### src/rtl/lzc_pkg.sv
// Shared widths and constants for the 8-bit leading-zero counter.
package lzc_pkg;

  localparam int unsigned LZC_IN_W  = 8;
  localparam int unsigned LZC_CNT_W = 3;
  localparam int unsigned LZC_NIB_W = 4;

  localparam logic [LZC_CNT_W-1:0] LZC_ZERO_CNT = 3'b111;

  typedef logic [LZC_IN_W-1:0]  lzc_in_t;
  typedef logic [LZC_CNT_W-1:0] lzc_cnt_t;
  typedef logic [LZC_NIB_W-1:0] lzc_nib_t;

endpackage

### src/rtl/lzc_8_bit_if.sv
// Operand and result bundle for lzc_8_bit; the slave side is the counter.
interface lzc_8_bit_if;
  import lzc_pkg::*;

  lzc_in_t  a;
  lzc_cnt_t Z;
  logic     V;
  lzc_cnt_t Z_q;
  logic     V_q;

  modport master (output a, input Z, input V, input Z_q, input V_q);
  modport slave  (input a, output Z, output V, output Z_q, output V_q);

endinterface

### src/rtl/lzc_4_bit.sv
// Nibble leading-zero counter assembled from two 2-bit pair detectors.
module lzc_4_bit
  import lzc_pkg::*;
(
  input  lzc_nib_t   nib,
  output logic [1:0] cnt,
  output logic       vld
);

  // Pair detector: count is 1 when the upper bit is clear, which also
  // yields 1 for an empty pair so the all-zero nibble collapses to 2'b11.
  function automatic logic [1:0] pair_det(input logic [1:0] p);
    pair_det = {|p, ~p[1]};
  endfunction

  logic [1:0] hi_pair;
  logic [1:0] lo_pair;

  always_comb begin
    hi_pair = pair_det(nib[3:2]);
    lo_pair = pair_det(nib[1:0]);
    vld     = hi_pair[1] | lo_pair[1];
    cnt[1]  = ~hi_pair[1];
    cnt[0]  = hi_pair[1] ? hi_pair[0] : lo_pair[0];
  end

endmodule

### src/rtl/lzc_8_bit.sv
// 8-bit leading-zero counter: combinational Z/V plus a registered copy.
module lzc_8_bit
  import lzc_pkg::*;
(
  input  logic        clk,
  input  logic        rst,
  lzc_8_bit_if.slave  bus
);

  logic [1:0] z_hi;
  logic [1:0] z_lo;
  logic       v_hi;
  logic       v_lo;
  lzc_cnt_t   z_comb;
  logic       v_comb;

  lzc_4_bit u_hi (
    .nib (bus.a[LZC_IN_W-1:LZC_NIB_W]),
    .cnt (z_hi),
    .vld (v_hi)
  );

  lzc_4_bit u_lo (
    .nib (bus.a[LZC_NIB_W-1:0]),
    .cnt (z_lo),
    .vld (v_lo)
  );

  // An empty upper nibble adds four zeros; the lower count fills the rest.
  always_comb begin
    v_comb = v_hi | v_lo;
    z_comb = {~v_hi, (v_hi ? z_hi : z_lo)};
  end

  assign bus.Z = z_comb;
  assign bus.V = v_comb;

  // Registered stage: one-cycle copy of Z/V, reset wins over capture.
  always_ff @(posedge clk) begin
    if (rst) begin
      bus.Z_q <= '0;
      bus.V_q <= 1'b0;
    end else begin
      bus.Z_q <= z_comb;
      bus.V_q <= v_comb;
    end
  end

endmodule

### src/flat_wrapper.sv
// flat-port wrapper written by rule: the top's interface ports become plain ports
module lzc_8_bit_flat import lzc_pkg::*;
  (clk, rst, bus_a, bus_Z, bus_V, bus_Z_q, bus_V_q);
  lzc_8_bit_if bus_i ();
  input  logic clk;
  input  logic rst;
  input wire logic [$bits(bus_i.a)-1:0] bus_a;
  output wire logic [$bits(bus_i.Z)-1:0] bus_Z;
  output wire logic [$bits(bus_i.V)-1:0] bus_V;
  output wire logic [$bits(bus_i.Z_q)-1:0] bus_Z_q;
  output wire logic [$bits(bus_i.V_q)-1:0] bus_V_q;
  assign bus_i.a = bus_a;
  assign bus_Z = bus_i.Z;
  assign bus_V = bus_i.V;
  assign bus_Z_q = bus_i.Z_q;
  assign bus_V_q = bus_i.V_q;
  lzc_8_bit u_core (.clk(clk), .rst(rst), .bus(bus_i));
endmodule
### config.mk
export PLATFORM = sky130hd
export DESIGN_NAME = lzc_8_bit_flat
export DESIGN_NICKNAME = d
export VERILOG_FILES = /design/src/rtl/lzc_pkg.sv /design/src/rtl/lzc_8_bit_if.sv /design/src/rtl/lzc_4_bit.sv /design/src/rtl/lzc_8_bit.sv /design/src/flat_wrapper.sv
export SDC_FILE = /design/constraint.sdc
export NUM_CORES = 1
export LEC_CHECK = 0
export CORE_AREA = 5 5 42 44
export CTS_CLUSTER_DIAMETER = 100
export DETAILED_ROUTE_END_ITERATION = 8
export DIE_AREA = 0 0 47 49
export PLACE_DENSITY_LB_ADDON = 0.2
export RECOVER_POWER = 25
export REMOVE_ABC_BUFFERS = 1
export SLEW_MARGIN = 20
export SYNTH_ARGS = -nofsm -noshare
export SYNTH_HDL_FRONTEND = slang
export SYNTH_SLANG_ARGS = --single-unit
### constraint.sdc
create_clock -name clk -period 3.1 [get_ports clk]
set_input_delay 0.62 -clock clk [delete_from_list [all_inputs] [get_ports clk]]
set_output_delay 0.62 -clock clk [all_outputs]
set_load 0.05 [all_outputs]
==> flow_metrics.env <==
export IMPL_crit_path_max_fanout=4
export IMPL_grt_max_degree=6
export IMPL_vias_per_cell=4.175
export IMPL_num_antenna_cells=0
export IMPL_wire_per_inst_um=10.16
export IMPL_io_pins=18
export IMPL_num_vias=238
export IMPL_clk_pin_slew_ps=40
export IMPL_setup_violations=0
export IMPL_grt_pass1_wl_um=917
export IMPL_slew_viol_final=0
export IMPL_drv_cap=0
export IMPL_cts_setup_buffers=0
export IMPL_cts_resized=0
export IMPL_ant_nets=0
export IMPL_dieArea_um2=2303
export IMPL_tightestPinTransition_ps=495.3
export IMPL_drive_gt1_share_pct=19.51
export IMPL_max_freq_mhz=340.8
export IMPL_nets=53
export IMPL_htree_num_levels=1
export IMPL_final_cell_mix="clkdlybuf4s50_1, dfxtp_1, clkbuf_4, buf_4"
export IMPL_end_kind="output pin"
export IMPL_fin_crit_ps=2934
export IMPL_yosysWarningCount=0
export IMPL_clock_sinks=4
export IMPL_status="completed"
export IMPL_hold_violations=0
export IMPL_fp_coreArea_um2=1401
export IMPL_grt_overflow=0
export IMPL_rsz0062_at_grt="no"
export IMPL_area_growth_pct=134.1
export IMPL_fp_dieW_um=47
export IMPL_tns_ps=0
export IMPL_die_y_um=49
export IMPL_drt_iter0_markers=2
export IMPL_initial_utilization_pct=12.32
export IMPL_synth_area_um2=172.7
export IMPL_max_clock_path_buffers=2
export IMPL_fin_util_pct=28.84
export IMPL_fin_crit_sh_pct=94.65
export IMPL_ir_drop_mv=0.08746
export IMPL_synth_seq_cells=4
export IMPL_setup_worst_path_class="input pin to output pin"
export IMPL_cts_tree="yes"
export IMPL_p_leak_uw=0.0001605
export IMPL_powerDensity_nw_per_um2=410.1
export IMPL_final_cell_area_um2=404.1
export IMPL_slew_headroom_pct=66.88
export IMPL_cts_root_buf="clkbuf_4"
export IMPL_power_uw=165.7
export IMPL_grt_antenna_before_repair=0
export IMPL_place_hpwl_um=501.7
export IMPL_grt_pass1_vias=272
export IMPL_required_ps=2480
export IMPL_place_area_um2=385.4
export IMPL_rows=14
export IMPL_syn_inst=20
export IMPL_first_pass_iters=4
export IMPL_grt_use_total_pct=5.845
export IMPL_postSynthAreaPerCell_um2=8.633
export IMPL_drc=0
export IMPL_ys_seq_area_share_pct=46.38
export IMPL_yosysUniqueCellTypes=12
export IMPL_cts_buffers=3
export IMPL_place_port_buffers=17
export IMPL_final_common_cell="clkdlybuf4s50_1"
export IMPL_whs_ps=1038
export IMPL_routed_wl_um=579
export IMPL_cp_start_kind="input pin"
export IMPL_cp_arrival_ps=2310
export IMPL_hp_class="input pin to flip-flop"
export IMPL_place_congestion=0.6986
export IMPL_postCtsHoldBufs=0
==> power breakdown <==
group / internal (uW) / switching, uW
sequential: 53.9 / 0.473
combinational: 22.5 / 25.2
clock: 43.2 / 20.4
==> worst paths after layout <==
kind | slack (ps) | depth (start not counted) | from | endpoint
worst min-delay path | 1040 | 2 | rst | u_core.bus.Z_q[2]
worst max-delay path | 170 | 4 | bus_a[6] | bus_Z[0]
==> registers in the layout, indices dropped and copies added (netlist names) <==
| signal | flops |
|---|---|
| u_core.bus.Z_q | 3 |
| u_core.bus.V_q | 1 |
==> Yosys cell counts, drive strengths merged <==
library cell	number	area, um2
a21oi	2	10.01
dfxtp	4	80.08
inv	2	7.510
nand2	1	3.750
nor2	2	7.510
nor2b	1	6.260
nor3	2	10.01
nor4	2	12.51
o31ai	1	7.510
o32ai	1	8.760
or4	2	18.77
==> cells by family after synthesis <==
logic type / Yosys count / synth area share [%]
buf+inv: 2 / 4.349
simple gates: 10 / 34.06
compound gates: 4 / 15.22
flops: 4 / 46.38
==> area by class of cell <==
class | count | area, um2
Inverter | 2 | 7.507
Multi-Input combinational cell | 14 | 81.33
Fill cell | 163 | 997.2
Clock buffer | 3 | 22.52
Tap cell | 16 | 20.02
Sequential cell | 4 | 80.08
Timing Repair Buffer | 18 | 192.7
==> critical path: stages <==
cell,delay [ps]
clkdlybuf4s50_1,460
or4_1,590
o32ai_1,460
buf_12,200
==> stage by stage <==
stage / worst slack (ps) / std cells
after floorplan: 51.14 / 20
after global placement: 230.8 / 54
after detailed placement: 215.7 / 54
after CTS: 201.4 / 57
after global routing: 71.30 / 57
final: 165.8 / 57
==> layer usage <==
metal | share of wire, % | GRT usage, % | vias to the layer above
met4 | 0 | 6.912 | 0
met1 | 36 | 5.495 | 100
met5 | 0 | 0 | -
li1 | - | - | 120
met3 | 20 | 2.952 | 0
met2 | 43 | 7.919 | 18
No activity file was read; power rests on OpenSTA's default activity.
